<file path="src/rtl/rx_bit_timer.sv">
// rx_bit_timer
// Oversampling bit timer for the UART receiver. Counts edges within a bit and
// bits within a frame, and decodes mid-bit sample strobes plus bit/frame
// completion flags from the registered state and counters. Prescale and frame
// length are captured when a frame starts, so the config bus may change freely
// while a frame is in progress.
module rx_bit_timer #(
    parameter int PWIDTH = 6,
    parameter int BWIDTH = 4
) (
    input  logic              clk,
    input  logic              rst,            // asynchronous, active-low
    input  logic              enable,
    input  logic [PWIDTH-1:0] prescale,
    input  logic [BWIDTH-1:0] frame_bits,
    output logic [PWIDTH-1:0] edge_counter,
    output logic [BWIDTH-1:0] bit_counter,
    output logic [2:0]        sample_strobe,
    output logic              bit_done,
    output logic              frame_done,
    output logic              cfg_err
);

    typedef enum logic [1:0] {
        ST_IDLE = 2'd0,
        ST_RUN  = 2'd1,
        ST_DONE = 2'd2,
        ST_ERR  = 2'd3
    } state_t;

    // Smallest legal configuration: P>=4 keeps all three strobes inside the
    // bit and away from edge 0; N>=2 keeps N-1 from underflowing.
    localparam logic [PWIDTH-1:0] P_MIN = PWIDTH'(4);
    localparam logic [BWIDTH-1:0] N_MIN = BWIDTH'(2);

    state_t            state_reg, state_next;
    logic [PWIDTH-1:0] edge_cnt_reg, edge_cnt_next;
    logic [BWIDTH-1:0] bit_cnt_reg, bit_cnt_next;
    logic [PWIDTH-1:0] p_reg, p_next;
    logic [BWIDTH-1:0] n_reg, n_next;

    // Derived limits from the latched configuration.
    logic [PWIDTH-1:0] p_last;
    logic [BWIDTH-1:0] n_last;
    logic [PWIDTH-1:0] mid_edge;
    logic              in_run;
    logic              at_bit_end;
    logic              cfg_bad;

    assign p_last     = p_reg - PWIDTH'(1);
    assign n_last     = n_reg - BWIDTH'(1);
    assign mid_edge   = p_reg >> 1;
    assign in_run     = (state_reg == ST_RUN);
    assign at_bit_end = (edge_cnt_reg == p_last);
    assign cfg_bad    = (prescale < P_MIN) || (frame_bits < N_MIN);

    // State, counters and latched configuration registers.
    always_ff @(posedge clk or negedge rst) begin
        if (!rst) begin
            state_reg    <= ST_IDLE;
            edge_cnt_reg <= '0;
            bit_cnt_reg  <= '0;
            p_reg        <= '0;
            n_reg        <= '0;
        end else begin
            state_reg    <= state_next;
            edge_cnt_reg <= edge_cnt_next;
            bit_cnt_reg  <= bit_cnt_next;
            p_reg        <= p_next;
            n_reg        <= n_next;
        end
    end

    // Next-state and counter update; enable low overrides everything.
    always_comb begin
        state_next    = state_reg;
        edge_cnt_next = edge_cnt_reg;
        bit_cnt_next  = bit_cnt_reg;
        p_next        = p_reg;
        n_next        = n_reg;

        if (!enable) begin
            state_next    = ST_IDLE;
            edge_cnt_next = '0;
            bit_cnt_next  = '0;
        end else begin
            case (state_reg)
                ST_IDLE: begin
                    // Configuration is captured only here, at frame start.
                    p_next        = prescale;
                    n_next        = frame_bits;
                    edge_cnt_next = '0;
                    bit_cnt_next  = '0;
                    state_next    = cfg_bad ? ST_ERR : ST_RUN;
                end
                ST_RUN: begin
                    if (at_bit_end) begin
                        if (bit_cnt_reg == n_last) begin
                            // Last bit: freeze at (P-1, N-1) instead of wrapping.
                            state_next = ST_DONE;
                        end else begin
                            edge_cnt_next = '0;
                            bit_cnt_next  = bit_cnt_reg + BWIDTH'(1);
                        end
                    end else begin
                        edge_cnt_next = edge_cnt_reg + PWIDTH'(1);
                    end
                end
                ST_DONE: begin
                    // Hold final counts until enable drops; no auto-restart.
                    state_next = ST_DONE;
                end
                ST_ERR: begin
                    edge_cnt_next = '0;
                    bit_cnt_next  = '0;
                    state_next    = ST_ERR;
                end
                default: begin
                    state_next    = ST_IDLE;
                    edge_cnt_next = '0;
                    bit_cnt_next  = '0;
                end
            endcase
        end
    end

    // Strobes sit at edges M-1, M, M+1 with M = P/2 (rounded down).
    genvar gi;
    generate
        for (gi = 0; gi < 3; gi++) begin : g_strobe
            logic [PWIDTH-1:0] strobe_pos;
            assign strobe_pos        = mid_edge - PWIDTH'(1) + PWIDTH'(gi);
            assign sample_strobe[gi] = in_run && (edge_cnt_reg == strobe_pos);
        end
    endgenerate

    assign edge_counter = edge_cnt_reg;
    assign bit_counter  = bit_cnt_reg;
    assign bit_done     = in_run && at_bit_end;
    assign frame_done   = (state_reg == ST_DONE);
    assign cfg_err      = (state_reg == ST_ERR);

    // Counters never run past the latched limits while a frame is active.
    a_edge_in_range: assert property (@(posedge clk) disable iff (!rst)
        (state_reg == ST_RUN || state_reg == ST_DONE) |-> edge_cnt_reg <= p_last);
    a_bit_in_range: assert property (@(posedge clk) disable iff (!rst)
        (state_reg == ST_RUN || state_reg == ST_DONE) |-> bit_cnt_reg <= n_last);
    a_err_counters_zero: assert property (@(posedge clk) disable iff (!rst)
        (state_reg == ST_ERR) |-> (edge_cnt_reg == '0 && bit_cnt_reg == '0));

endmodule

</file>
<file path="config.mk">
export PLATFORM = sky130hd
export DESIGN_NAME = rx_bit_timer
export DESIGN_NICKNAME = d
export VERILOG_FILES = /design/src/rtl/rx_bit_timer.sv
export SDC_FILE = /design/constraint.sdc
export NUM_CORES = 1
export LEC_CHECK = 0
export CORE_MARGIN = 2
export CORE_UTILIZATION = 40
export DETAILED_ROUTE_END_ITERATION = 10
export GPL_TIMING_DRIVEN = 0
export PLACE_DENSITY = 0.74
export SLEW_MARGIN = 20
export SYNTH_ARGS = -nofsm -noshare
export SYNTH_HDL_FRONTEND = slang
export SYNTH_SLANG_ARGS = --single-unit
</file>
<file path="constraint.sdc">
create_clock -name clk -period 3.08 [get_ports clk]
set_clock_uncertainty 0.05 [all_clocks]
set_input_delay 0.462 -clock clk [delete_from_list [all_inputs] [get_ports clk]]
set_output_delay 0.462 -clock clk [all_outputs]
set_load 0.02 [all_outputs]
</file>
==> results by group, run 1 <==
Outcome
  • Status: finished clean

Synthesis
  • Main flop type after synthesis: dfrtp_1
  • Main combinational cell family by area after synthesis: simple AND/OR/NAND/NOR gates
  • Top post-synthesis cells by count: dfrtp_1, xnor2_1, ha_1, nor2_1
  • Area leader, netlist: dfrtp_1
  • Compound-Gate Fraction of Synth Area: 12.4%
  • Syn nets: 222
  • Post-synthesis mux area share: 8.51%
  • Count leader, synth: dfrtp_1
  • Adder-cell area share of the yosys netlist: 8.30%
  • Sequential element share of the synthesized area: 30.4%
  • Cells after Synth: 197
  • Cells taking the most area after synthesis: dfrtp_1, xnor2_1, ha_1, mux2_2, xor2_1
  • Mapped Area: 0.00181 mm²
  • Synthesized flop and latch total: 22
  • Post-synth EDFFs: 0
  • Syn avg cell area: 9.18 µm²
  • Simple-gate share of the synthesized area: 21.3%
  • Ys async rst share: 100%
  • Distinct cells, synth: 46
  • Share of the synthesized area in the top cell type: 30.4%
  • Synth Area in XOR/XNOR: 13.6%
  • YS warnings: 0

Clock tree
  • H-tree depth: 1
  • CTS tree: done
  • Clk slew on worst S/H paths: 80 ps
  • Maximum clock insertion buffer count: 2
  • CTS Sinks: 22
  • Worst-skew pair later-pin latency: 260 ps
  • Clock root cell: clkbuf_8
  • CTS buffer count: 3
  • Hold buffers post-CTS: 0

Floorplanning
  • Total I/O pin count: 29
  • Initial core utilization: 41.6%
  • Row count: 24
  • Die Area: 0.00508 mm²
  • Die extent in x: 71.3 µm
  • Total core area: 0.00435 mm²
  • Die height: 71.3 µm

Placement
  • Routability cong.: 0.786
  • Area post-placement: 0.00216 mm²
  • PortBufs: 28
  • Hpwl dp: 2.97 mm

Pwr
  • Sequential cell fraction of total power: 21.4%
  • Pleak: 1.03 nW
  • Switch Pwr: 0.000940 W
  • Comb pwr share: 66.1%
  • Sw Ratio: 43.3%
  • Internal power: 0.00123 W
  • Power per cell area: 932 mW/mm²
  • Peak supply drop: 0.560 mV
  • Clock share of power: 12.5%

Timing
  • Final min period: 3000 ps
  • Relative slew slack: 63.4%
  • Slew Viols, Final: 0
  • Final-report setup violation count: 0
  • Least-Margin Pin Slew: 544 ps
  • Hold Slack: 112 ps
  • Final period util: 97.6%
  • RSZ-0062 raised after global routing: true
  • Fin. Hold Viols: 0
  • Max Freq: 333 MHz

Global routing
  • Gr ovfl total: 0
  • Initial antenna violation count: 0
  • First-pass GRT wire length: 7.02 mm
  • Vias in the first global route: 1,532
  • GRT Util Overall: 16.7%
  • Pin count of the biggest net entering global routing: 23

Detailed routing
  • Met3 WL post-DR: 194 µm
  • Routed wl met2: 2.04 mm
  • DRT Pass-1 Iters: 4
  • Routed wire length per instance: 14.4 µm
  • Via count: 1,570
  • Routed WL: 4.12 mm
  • M1 WL: 1.86 mm
  • Vias per std cell: 5.49
  • DRT iter0 DRCs: 67
  • Max Used Layer: met4
  • DRC: 0
  • Routed Antenna Nets: 0

Layout
  • Ratio of cells with drive above 1 in the final layout: 20.9%
  • Footprint of the multi-input gates: 0.00124 mm²
  • Final Cell Area: 0.00233 mm²
  • Area added between synthesis and finish: 28.8%
  • Layout fillers: 379
  • Sequential cell area: 553 µm²
  • Nets: 260
  • Antenna cells: 0

Setup path
  • Critical path class: reg -> out
  • Arrival time worst endpoint: 2490 ps
  • Required @ worst endpoint: 2570 ps
  • Crit. End Element: output pin
  • CP Max Fanout: 7
  • Worst Setup Start Kind: register

Min path
  • Hold/Removal Path Class: in -> async

Flow run
  • Number of max-cap violations: 0
==> power groups by stage <==
stage,Sequential (W),Clock (W),Combinational (W)
global route,0.000478,0.000289,0.00158
CTS,0.000468,0.000276,0.00135
detailed placement,0.000474,0,0.00122
floorplan,0.000448,0,0.000991
finish,0.000465,0.000271,0.00144
global placement,0.000471,0,0.00119
==> per-layer routing <==
| metal | up-vias | track usage (%) |
|---|---|---|
| met1 | 747 | 23.4 |
| li1 | 784 | - |
| met5 | - | 0 |
| met2 | 35 | 27.9 |
| met3 | 4 | 1.83 |
| met4 | 0 | 3.77 |
==> cells by family after synthesis <==
group / Yosys count
mux: 14
buf+inv: 22
compound gates: 30
fa+ha+maj: 12
flops: 22
xor+xnor: 28
simple gates: 69
==> stage by stage <==
step	instances	total power, W	utilization, %	worst slack [ps]	setup TNS, ps
6_report	286	0.00217	53.5	75.3	0
5_1_grt	286	0.00235	53.5	-79.2	-79.2
4_1_cts	282	0.00209	52.5	0.0424	0
3_3_place_gp	277	0.00166	49.6	-544	-1040
3_5_place_dp	277	0.00170	49.6	-638	-1240
2_1_floorplan	197	0.00144	-	76.7	0
==> critical path, stage by stage (launching register included) <==
cell       delay (ps)
dfrtp_2           450
inv_2             100
ha_4              180
xnor2_4           130
inv_1             100
ha_4              200
xnor2_1           160
nor2_1             60
a211o_1           290
a2111oi_2         340
buf_2             220
==> layout by cell type (no fill, tap or decap), types with 4 or more instances in the layout <==
cell,count
buf_4,7
and3_1,7
nand3_1,7
nor2_1,12
ha_1,10
clkdlybuf4s50_1,23
nor2b_1,4
xnor2_1,16
dfrtp_1,20
buf_2,7
o21ai_0,4
a21oi_1,5
nand2_1,9
a211o_1,4
xor2_1,9
nor3_1,7
mux2_2,11
nand4_1,7
inv_1,8
==> layout make-up <==
| type | instances | share of cell area, % |
|---|---|---|
| multi-input cells | 153 | 53.1 |
| well taps | 52 | 2.79 |
| repair buffers | 34 | 13.2 |
| clock inverters | 1 | 1.29 |
| inverters | 11 | 1.77 |
| flip-flops and latches | 22 | 23.7 |
| clock buffers | 3 | 1.77 |
| plain buffers | 10 | 2.36 |
==> final timing paths <==
path                            startpoint          endpoint  slack [ps]  depth (start not counted)
worst min-delay path                   rst          n_reg[0]         110                          1
worst max-delay path              p_reg[1]  sample_strobe[2]          80                         10
min in group clk                  n_reg[3]          n_reg[3]         500                          1
worst min register to register    n_reg[3]          n_reg[3]         500                          1
worst max register to register    p_reg[1]    bit_counter[1]         410                         10
max in group asynchronous              rst          p_reg[1]        2500                          1
==> repair_timing <==
| item | in CTS | in global routing |
|---|---|---|
| buffers inserted | 2 | 4 |
| pin swaps | 1 | 0 |
| endpoints found under the setup margin | 4 | 3 |
| resized for setup | 22 | 8 |
No activity file was read; power rests on OpenSTA's default activity.
==> inputs of run 2 (changes only) <==
--- a/config.mk
+++ b/config.mk
@@ -6,10 +6,9 @@
 export NUM_CORES = 1
 export LEC_CHECK = 0
 export CORE_MARGIN = 2
-export CORE_UTILIZATION = 40
+export CORE_UTILIZATION = 45
 export DETAILED_ROUTE_END_ITERATION = 10
-export GPL_TIMING_DRIVEN = 0
-export PLACE_DENSITY = 0.74
+export PLACE_DENSITY = 0.8
 export SLEW_MARGIN = 20
 export SYNTH_ARGS = -nofsm -noshare
 export SYNTH_HDL_FRONTEND = slang
==> results by group, run 2 (synthesis results as in run 1) <==
Outcome
  • Status: finished clean

Setup path
  • R2R depth: 9
  • CP max-delay cell: dfrtp_1
  • Critical path class: reg -> out
  • CP max stage delay: 400 ps
  • Crit path from: p_reg[1]
  • Arrival time worst endpoint: 2400 ps
  • Required @ worst endpoint: 2570 ps
  • Worst Setup Start Kind: register
  • CP Max Fanout: 6
  • FF-to-FF setup slack: 430 ps
  • Reg-to-reg endpoint: bit_counter[1]
  • Crit path cell chain: inv_2 -> ha_4 -> xnor2_1 -> inv_1 -> ha_2 -> buf_4 -> mux2i_1 -> nand3b_1 -> o21ai_0 -> xnor2_1 -> a31oi_1 -> nor4_2 -> buf_4
  • Worst r2r src: p_reg[1]
  • Delay-heaviest family, CP: buffers and inverters
  • Crit. End Element: output pin
  • Crit path buf inv count: 4

Floorplanning
  • Initial core utilization: 45.9%
  • Total core area: 0.00394 mm²
  • Total I/O pin count: 29
  • Row count: 23
  • Die Area: 0.00454 mm²
  • Die height: 67.4 µm
  • Die extent in x: 67.4 µm

Timing
  • Relative slew slack: 30.5%
  • Setup_tns: 0 ps
  • Fin. Hold Viols: 0
  • Final period util: 94.6%
  • Final min period: 2910 ps
  • Max Freq: 343 MHz
  • Slew Viols, Final: 0
  • RSZ-0062 raised after global routing: false
  • Final-report setup violation count: 0
  • Least-Margin Pin Slew: 1040 ps

Pwr
  • Peak supply drop: 0.452 mV
  • Power Total: 0.00221 W
  • Power per cell area: 946 mW/mm²
  • Pleak: 1.06 nW

Layout
  • Nets: 262
  • Layout fillers: 355
  • Non-Filler Instances: 286
  • Commonest non-fill, non-tap cell in the layout: clkdlybuf4s50_1
  • Antenna cells: 0
  • Ratio of cells with drive above 1 in the final layout: 20.3%
  • Area added between synthesis and finish: 29.0%
  • Commonest non-fill, non-tap cells in the layout: clkdlybuf4s50_1, dfrtp_1, buf_4, xnor2_1, nor2_1

Clock tree
  • CTS Sinks: 22
  • Maximum clock insertion buffer count: 2
  • Hold buffers post-CTS: 0
  • Worst-skew pair later-pin latency: 270 ps
  • H-tree depth: 1
  • Clock root cell: clkbuf_8
  • Clk slew on worst S/H paths: 80 ps
  • CTS buffer count: 3
  • CTS tree: done

Global routing
  • Global route hottest layer: met2
  • Grt met1 use: 25.8%
  • Gr ovfl total: 0
  • GRT Util Overall: 20.5%
  • Pin count of the biggest net entering global routing: 23
  • Vias in the first global route: 1,573
  • First-pass GRT wire length: 7.11 mm
  • Met3 usage: 1.67%
  • Initial antenna violation count: 0
  • Met2 Use GR: 36.3%

Min path
  • Min-Delay Startpoint: n_reg[3]
  • Hold/Removal Path Class: reg -> reg
  • Min-Delay Endpoint: n_reg[3]
  • Worst hold path depth: 1

Detailed routing
  • Vias per std cell: 5.63
  • Via count: 1,610
  • Routed Antenna Nets: 0
  • Routed WL: 4.32 mm
  • DRC: 0
  • DRT Pass-1 Iters: 4
  • DRT iter0 DRCs: 36
  • Routed wire length per instance: 15.1 µm

Placement
  • PortBufs: 28
  • DP Cell Count: 282
  • Routability cong.: 0.844
  • Hpwl dp: 3.13 mm

Flow run
  • Number of max-cap violations: 0
==> run 2: cell types whose count changed in the layout (fill, tap and decap cells not counted), moves of 2 or more <==
| cell | previous run | this run |
|---|---|---|
| clkbuf_1 | 2 | 0 |
| dfrtp_1 | 20 | 22 |
| buf_2 | 7 | 1 |
| buf_4 | 7 | 19 |
| dfrtp_2 | 2 | 0 |
==> run 2: report_power, final <==
part | total [W] | internal (W) | switching [W]
Combinational | 0.00147 | 0.000726 | 0.000741
Sequential | 0.000469 | 0.000371 | 0.0000984
Clock | 0.000272 | 0.000174 | 0.0000980
Total | 0.00221 | 0.00127 | 0.000937
==> run 2: repair_timing <==
item,in CTS,in global routing
resized for setup,15,6
pin swaps,0,1
setup endpoints to repair,4,3
buffers inserted,0,0
==> run 2: how the worst max path moves through the flow <==
stage / endpoint / cells past startpoint
2_1_floorplan: sample_strobe[2] / 10
6_report: sample_strobe[1] / 13
3_3_place_gp: sample_strobe[2] / 9
3_5_place_dp: sample_strobe[1] / 13
5_1_grt: sample_strobe[2] / 9
4_1_cts: sample_strobe[0] / 8
==> run 2: final cells by class <==
type | instances | area [µm²] | area share (%)
well taps | 50 | 62.6 | 2.68
flip-flops and latches | 22 | 551 | 23.6
clock inverters | 1 | 30.0 | 1.29
repair buffers | 46 | 409 | 17.5
clock buffers | 3 | 41.3 | 1.77
inverters | 11 | 41.3 | 1.77
multi-input cells | 153 | 1200 | 51.4
==> run 2: metrics by stage <==
stage,instance area (µm²),util (%),hold slack (ps),worst slack (ps)
after floorplan,1820,-,116,76.7
after global placement,2240,56.7,472,-51.0
after detailed placement,2240,56.7,490,-140
after CTS,2320,58.8,509,1.29
after global routing,2330,59.2,521,0.314
final,2330,59.2,509,168
==> run 2: per-layer routing <==
layer	vias to the layer above	routed length, µm
met5	-	0
met4	0	112
met3	12	158
met2	39	2150
met1	775	1900
li1	784	-
